===== config.mk =====
export PLATFORM = sky130hd
export DESIGN_NAME = flag_register
export DESIGN_NICKNAME = d
export VERILOG_FILES = /design/src/rtl/flag_register.sv
export SDC_FILE = /design/constraint.sdc
export NUM_CORES = 1
export LEC_CHECK = 0
export ABC_AREA = 0
export CORE_ASPECT_RATIO = 1.5
export CORE_MARGIN = 3
export CORE_UTILIZATION = 58
export CTS_CLUSTER_SIZE = 24
export DETAILED_ROUTE_END_ITERATION = 12
export PLACE_DENSITY_LB_ADDON = 0.25
export SLEW_MARGIN = 30
export SYNTH_ARGS = -nofsm -noshare
export SYNTH_HDL_FRONTEND = slang
export SYNTH_SLANG_ARGS = --single-unit

===== constraint.sdc =====
create_clock -name clk -period 5 [get_ports clk]
set_input_delay 1 -clock clk [delete_from_list [all_inputs] [get_ports clk]]
set_output_delay 1 -clock clk [all_outputs]
set_load 0.02 [all_outputs]

===== src/rtl/flag_register.sv =====
// N/Z/C/V condition-flag register with a LIFO shadow stack for exception entry and return.
// All outputs are flops: one-cycle latency, with no combinational path from any input.
module flag_register #(
  parameter int DEPTH = 4
) (
  input  logic                         clk,
  input  logic                         rst,
  input  logic [3:0]                   alu_flags,
  input  logic                         alu_valid,
  input  logic                         set_flags,
  input  logic                         cond_pass,
  input  logic                         wr_en,
  input  logic [3:0]                   wr_data,
  input  logic                         exc_entry,
  input  logic                         exc_return,
  input  logic                         clr_err,
  output logic [3:0]                   flag,
  output logic [$clog2(DEPTH+1)-1:0]   stack_depth,
  output logic                         ovf_err,
  output logic                         unf_err
);

  localparam int DW = $clog2(DEPTH + 1);

  // Sized to the full index range so the depth counter can address it without truncation.
  logic [3:0]    r_stack [0:(1 << DW) - 1];
  logic [3:0]    r_flag;
  logic [DW-1:0] r_depth;
  logic          r_ovf;
  logic          r_unf;

  logic [3:0]    w_flag_nxt;
  logic [DW-1:0] w_depth_nxt;
  logic          w_push;
  logic          w_pop;
  logic          w_ovf_set;
  logic          w_unf_set;
  logic          w_full;
  logic          w_empty;
  logic [DW-1:0] w_top_idx;

  assign w_full    = (r_depth == DW'(DEPTH));
  assign w_empty   = (r_depth == '0);
  assign w_top_idx = r_depth - DW'(1);

  always_comb begin
    w_flag_nxt  = r_flag;
    w_depth_nxt = r_depth;
    w_push      = 1'b0;
    w_pop       = 1'b0;
    w_ovf_set   = 1'b0;
    w_unf_set   = 1'b0;
    // Exception entry squashes everything else in the cycle, including a return.
    if (exc_entry) begin
      if (!w_full) begin
        w_push      = 1'b1;
        w_depth_nxt = r_depth + DW'(1);
      end else begin
        w_ovf_set = 1'b1;
      end
    end else if (exc_return) begin
      if (!w_empty) begin
        w_pop       = 1'b1;
        w_flag_nxt  = r_stack[w_top_idx];
        w_depth_nxt = w_top_idx;
      end else begin
        w_unf_set = 1'b1;
      end
    end else if (wr_en) begin
      w_flag_nxt = wr_data;
    end else if (alu_valid && set_flags && cond_pass) begin
      w_flag_nxt = alu_flags;
    end
  end

  always_ff @(posedge clk or posedge rst) begin
    if (rst) begin
      r_flag  <= 4'b0000;
      r_depth <= '0;
      r_ovf   <= 1'b0;
      r_unf   <= 1'b0;
    end else begin
      r_flag  <= w_flag_nxt;
      r_depth <= w_depth_nxt;
      if (w_ovf_set)    r_ovf <= 1'b1;
      else if (clr_err) r_ovf <= 1'b0;
      if (w_unf_set)    r_unf <= 1'b1;
      else if (clr_err) r_unf <= 1'b0;
    end
  end

  // Stack contents are don't-care after reset, so no reset is applied here.
  always_ff @(posedge clk) begin
    if (w_push) r_stack[r_depth] <= r_flag;
  end

  assign flag        = r_flag;
  assign stack_depth = r_depth;
  assign ovf_err     = r_ovf;
  assign unf_err     = r_unf;

endmodule


==> impl_metrics.py, run 1 <==
metrics = {
    "status": {
        "status": "complete, no violations",
    },
    "cts": {
        "cts_buffers": 5,
        "cts_buffer_depth": 2,
        "htreeDepth": 2,
        "cts_hold_buf": 0,
        "cts_sinks": 41,
        "clk_pin_slew_ps": 70,
        "postCtsSetupBuffers": 0,
        "cts_tree": "built",
        "clk_latency_ps": 280,
        "cts-root-buf": "clkbuf_8",
        "ctsResizeCount": 0,
    },
    "place": {
        "dpl_cell_area_sq_um": 2148,
        "hpwl_mm": 2.734,
        "numPortBuffers": 25,
        "place_congestion": 0.8709,
    },
    "finish": {
        "fin_area_sq_um": 2238,
        "fin_nets": 164,
        "mostFrequentLayoutCells": "edfxtp_1, clkdlybuf4s50_1, dfrtp_1",
        "area_growth_syn_to_layout_pct": 18.79,
        "num_antenna_cells": 0,
        "drive_gt1_share_pct": 10.34,
        "layout_commonest_cell": "edfxtp_1",
    },
    "critical_path": {
        "r2r_cells": 5,
        "arrival_ps": 1810,
        "worst-path-max-fanout": 15,
        "cp_top_family": "flip-flops",
        "start_kind": "flop",
        "end_kind": "primary output",
        "r2r-start": "stack_depth[0]",
        "cp_slowest_cell": "dfrtp_1",
        "cp_num_cells": 1,
        "crit_path_cell_trace": "clkdlybuf4s50_1",
        "crit_required_ps": 4000,
        "startpoint": "stack_depth[0]",
        "crit_path_max_incr_delay_ps": 800,
        "critPathKind": "reg2out",
        "crit_buf_inv": 1,
    },
    "timing": {
        "finalSetupTns_ps": 0,
        "finalHoldViolCount": 0,
        "hold_ws_ps": 540.1,
        "slew_headroom_pct": 53.49,
        "fin_skew_ps": 5.284,
        "drv_slew": 0,
        "period_share_pct": 56.30,
        "rsz0062_at_grt": "no",
        "worst_slew_pin_slew_ps": 697.6,
        "fmax_ghz": 0.3553,
        "setup_violations": 0,
        "min_period_ps": 2815,
    },
    "logic_synthesis": {
        "synth_top_area_share_pct": 51.00,
        "syn_area_per_cell_sq_um": 15.97,
        "syn_inst": 118,
        "syn_area_sq_um": 1884,
        "synth_cell_types": 32,
        "synth-seq-cells": 41,
        "syn-num-nets": 138,
        "ys_warn_count": 0,
        "synth_top_area_cell": "edfxtp_1",
        "yosysSeqAreaShare_pct": 62.95,
        "netlist_top_cells_area": "edfxtp_1, dfrtp_1, mux4_2",
    },
    "die": {
        "die_y_um": 75.81,
        "die_w_um": 52.54,
        "initial_core_util_pct": 62.75,
        "core.rowCount": 24,
        "dieArea_sq_um": 3983,
        "ioPinCount": 26,
        "core_area_sq_um": 3003,
    },
    "route": {
        "vias": 1099,
        "dr.pass1.iters": 4,
        "ant_nets": 0,
        "post_drt_wl_per_cell_um": 18.91,
        "drt_iter0_drc": 50,
        "viasPerCell": 5.973,
        "route.detailed.drc": 0,
        "finalWirelength_mm": 3.479,
    },
    "global_routing": {
        "grt_pass1_wl_mm": 5.568,
        "overflow": 0,
        "antenna_found_initial": 0,
        "grt_usage_pct": 20.34,
        "grt_pass1_vias": 1150,
        "grt_max_degree": 18,
    },
    "hold_path": {
        "min_path_type": "reg2reg",
        "min-delay-start": "ovf_err",
        "whs_path_depth": 2,
    },
    "pwr": {
        "static-leakage-power_uw": 0.0008035,
        "p_per_area_nw_per_um2": 591.5,
        "vdd_drop_max_uv": 496.1,
    },
    "flow_run": {
        "max-cap-violations": 0,
    },
}
## sequential cells by signal, indices dropped and copies added, names as in the netlist
name and flops:
ovf_err 1, r_stack 32, flag 4, stack_depth 3, unf_err 1
## routing by layer
metal / vias to the layer above / GRT usage, % / part of all wire [%]
met4: 0 / 7.670 / 1.5
met2: 41 / 38.12 / 58
met3: 5 / 3.718 / 6.3
li1: 515 / - / -
met1: 538 / 22.45 / 35
met5: - / 0 / 0
## synth_stat cells
| cell | instances |
|---|---|
| a21boi_0 | 1 |
| buf_2 | 3 |
| inv_1 | 6 |
| mux4_2 | 6 |
| nor2_1 | 8 |
| buf_6 | 1 |
| o2bb2ai_1 | 1 |
| or4_1 | 4 |
| and3b_1 | 1 |
| xnor2_4 | 1 |
| clkbuf_1 | 1 |
| nand3b_1 | 1 |
| nor2b_1 | 1 |
| o32ai_1 | 1 |
| nor3_1 | 2 |
| dfrtp_1 | 9 |
| mux4_1 | 3 |
| a2bb2oi_1 | 1 |
| nand3_1 | 1 |
| o21ai_0 | 1 |
| mux2i_1 | 8 |
| nand2_1 | 5 |
| mux2_2 | 1 |
| a31oi_1 | 1 |
| edfxtp_1 | 32 |
| clkbuf_2 | 1 |
| o31ai_1 | 4 |
| o211ai_1 | 4 |
| nand2b_1 | 4 |
| ha_1 | 3 |
| xnor2_1 | 1 |
| a311oi_2 | 1 |
## power breakdown
part,switching [uW],internal (uW),total [uW]
registers,112,485,596
clock network,98.0,112,210
logic,249,268,517
## layout make-up
cell class                 count  area (sq um)
clock buffer                   8         90.09
tap                           39         48.80
timing repair buffer          25         250.2
sequential                    41          1186
inverter                       6         22.52
fill                         197         764.5
multi-input combinational     65         640.6
## stage by stage
step / power [uW] / util [%] / setup WS [ps] / instances
2_1_floorplan: 940.0 / - / 2871 / 118
3_3_place_gp: 1109 / 71.54 / 2310 / 176
3_5_place_dp: 1128 / 71.54 / 2182 / 176
4_1_cts: 1334 / 74.54 / 2168 / 184
5_1_grt: 1391 / 74.54 / 2086 / 184
6_report: 1324 / 74.54 / 2185 / 184
## kinds of logic after synthesis
kind of cell	after synthesis	share of synthesized area [%]
AO/OA/AOI/OAI	15	6.375
adder cells (fa/ha/maj)	3	1.992
XOR/XNOR	2	1.926
multiplexers	18	16.20
buffers and inverters	12	3.054
AND/OR/NAND/NOR	27	7.504
flip-flops	41	62.95
## path summary, 6_finish.rpt
kind | to | slack (ps)
worst max-delay path | stack_depth[0] | 2190
worst min-delay path | ovf_err | 540
worst max register to register | flag[0] | 2500
worst min register to register | ovf_err | 540
max in group asynchronous | flag[1] | 3740
min in group asynchronous | unf_err | 990
No activity file was read; power rests on OpenSTA's default activity.
==> run 2, diff against run 1 <==
--- a/config.mk
+++ b/config.mk
@@ -8,7 +8,7 @@
 export ABC_AREA = 0
 export CORE_ASPECT_RATIO = 1.5
 export CORE_MARGIN = 3
-export CORE_UTILIZATION = 58
+export CORE_UTILIZATION = 54
 export CTS_CLUSTER_SIZE = 24
 export DETAILED_ROUTE_END_ITERATION = 12
 export PLACE_DENSITY_LB_ADDON = 0.25
==> constraint.sdc (replaced) <==
create_clock -name clk -period 2.8 [get_ports clk]
set_input_delay 0.56 -clock clk [delete_from_list [all_inputs] [get_ports clk]]
set_output_delay 0.56 -clock clk [all_outputs]
set_load 0.02 [all_outputs]
==> impl_metrics.py, run 2 (synthesized netlist as in run 1, its figures left out) <==
metrics = {
    "cts": {
        "postCtsSetupBuffers": 0,
        "clk_pin_slew_ps": 70,
        "cts_buffer_depth": 2,
        "clk_latency_ps": 280,
        "cts-root-buf": "clkbuf_8",
        "htreeDepth": 2,
        "ctsResizeCount": 0,
        "cts_sinks": 41,
        "cts_hold_buf": 0,
        "cts_buffers": 5,
        "cts_tree": "built",
    },
    "die": {
        "ioPinCount": 26,
        "die_w_um": 54.23,
        "die_y_um": 78.35,
        "core.rowCount": 25,
        "initial_core_util_pct": 57.92,
        "dieArea_sq_um": 4249,
        "core_area_sq_um": 3253,
    },
    "global_routing": {
        "grt_pass1_wl_mm": 5.761,
        "antenna_found_initial": 0,
        "overflow": 0,
        "grt_max_degree": 15,
        "grt_pass1_vias": 1179,
        "grt_usage_pct": 19.77,
    },
    "hold_path": {
        "holdPathEnd": "ovf_err",
        "whs_path_depth": 2,
        "min-delay-start": "ovf_err",
        "min_path_type": "reg2reg",
    },
    "flow_run": {
        "max-cap-violations": 0,
    },
    "timing": {
        "worst_slew_pin_slew_ps": 627.8,
        "period_share_pct": 76.58,
        "slew_headroom_pct": 57.82,
        "setup_violations": 0,
        "fmax_ghz": 0.4663,
        "fin_skew_ps": 5.509,
        "rsz0062_at_grt": "no",
        "finalHoldViolCount": 0,
        "finalSetupTns_ps": 0,
        "drv_slew": 0,
        "min_period_ps": 2144,
    },
    "route": {
        "ant_nets": 0,
        "route.detailed.drc": 0,
        "finalWirelength_mm": 3.480,
        "post_drt_wl_per_cell_um": 18.61,
        "dr.pass1.iters": 4,
        "viasPerCell": 5.957,
        "vias": 1114,
        "drt_iter0_drc": 38,
    },
    "place": {
        "numPortBuffers": 25,
        "hpwl_mm": 2.690,
        "place_congestion": 0.8198,
        "dpl_cell_area_sq_um": 2165,
    },
    "pwr": {
        "p_per_area_nw_per_um2": 1053,
        "static-leakage-power_uw": 0.0008131,
        "vdd_drop_max_uv": 821.0,
    },
    "critical_path": {
        "r2r_cells": 5,
        "end_kind": "primary output",
        "worst-path-max-fanout": 10,
        "rrSetupSlack_ps": 750,
        "crit_path_cell_trace": "clkdlybuf4s50_1",
        "r2r-start": "stack_depth[1]",
        "reg2reg_to": "flag[0]",
        "cp_slowest_cell": "clkdlybuf4s50_1",
        "crit_path_max_incr_delay_ps": 690,
        "critPathKind": "reg2out",
        "crit_required_ps": 2240,
        "arrival_ps": 1580,
        "cp_num_cells": 1,
        "start_kind": "flop",
        "crit_buf_inv": 1,
        "cp_top_family": "buffers and inverters",
    },
    "finish": {
        "multi_input_area_sq_um": 640.6,
        "regArea_sq_um": 1186,
        "fillCellCount": 236,
        "layout_commonest_cell": "edfxtp_1",
        "drive_gt1_share_pct": 11.56,
        "num_antenna_cells": 0,
        "fin_area_sq_um": 2255,
        "largest_reg_flops": 32,
        "mostFrequentLayoutCells": "edfxtp_1, clkdlybuf4s50_1, dfrtp_1",
        "area_growth_syn_to_layout_pct": 19.65,
        "fin_nets": 166,
        "largest-register": "r_stack",
        "fin_util_pct": 69.31,
    },
    "status": {
        "status": "complete, no violations",
    },
}
## run 2: area by class of cell
cell class	instances	share of cell area (%)
clock buffers	8	3.996
inverters	6	0.9989
multi-input cells	65	28.41
flip-flops and latches	41	52.61
well taps	40	2.220
repair buffers	27	11.76
## run 2: how the worst max path moves through the flow
stage / startpoint / slack, ps / endpoint
after floorplan: stack_depth[0] / 780 / r_stack[4][0]
after global placement: exc_return / 740 / flag[1]
after detailed placement: exc_entry / 710 / r_stack[0][0]
after CTS: stack_depth[2] / 630 / stack_depth[2]
after global routing: stack_depth[1] / 550 / flag[0]
final: stack_depth[2] / 660 / stack_depth[2]
## run 2: metrics by stage
step           setup WS (ps)  instances  power (uW)  hold slack, ps
5_1_grt                553.8        187        2503           568.0
2_1_floorplan          777.3        118        1679           387.9
4_1_cts                627.3        187        2402           538.0
6_report               655.7        187        2374           533.3
3_3_place_gp           739.1        179        1990           520.8
3_5_place_dp           706.1        179        2029           528.3
## run 2: per-layer routing
metal | share of wire [%] | GRT usage [%] | routed length [um] | vias up
met5 | 0 | 0 | 0 | -
met4 | 2.1 | 8.479 | 74 | 0
met3 | 4.3 | 4.554 | 149 | 9
met2 | 56 | 33.45 | 1950 | 38
met1 | 38 | 23.06 | 1306 | 552
li1 | - | - | - | 515
## run 2: power breakdown
| group | internal [uW] | switching [uW] | total [uW] |
|---|---|---|---|
| Sequential | 866 | 143 | 1010 |
| Clock | 201 | 176 | 377 |
| Combinational | 491 | 497 | 988 |
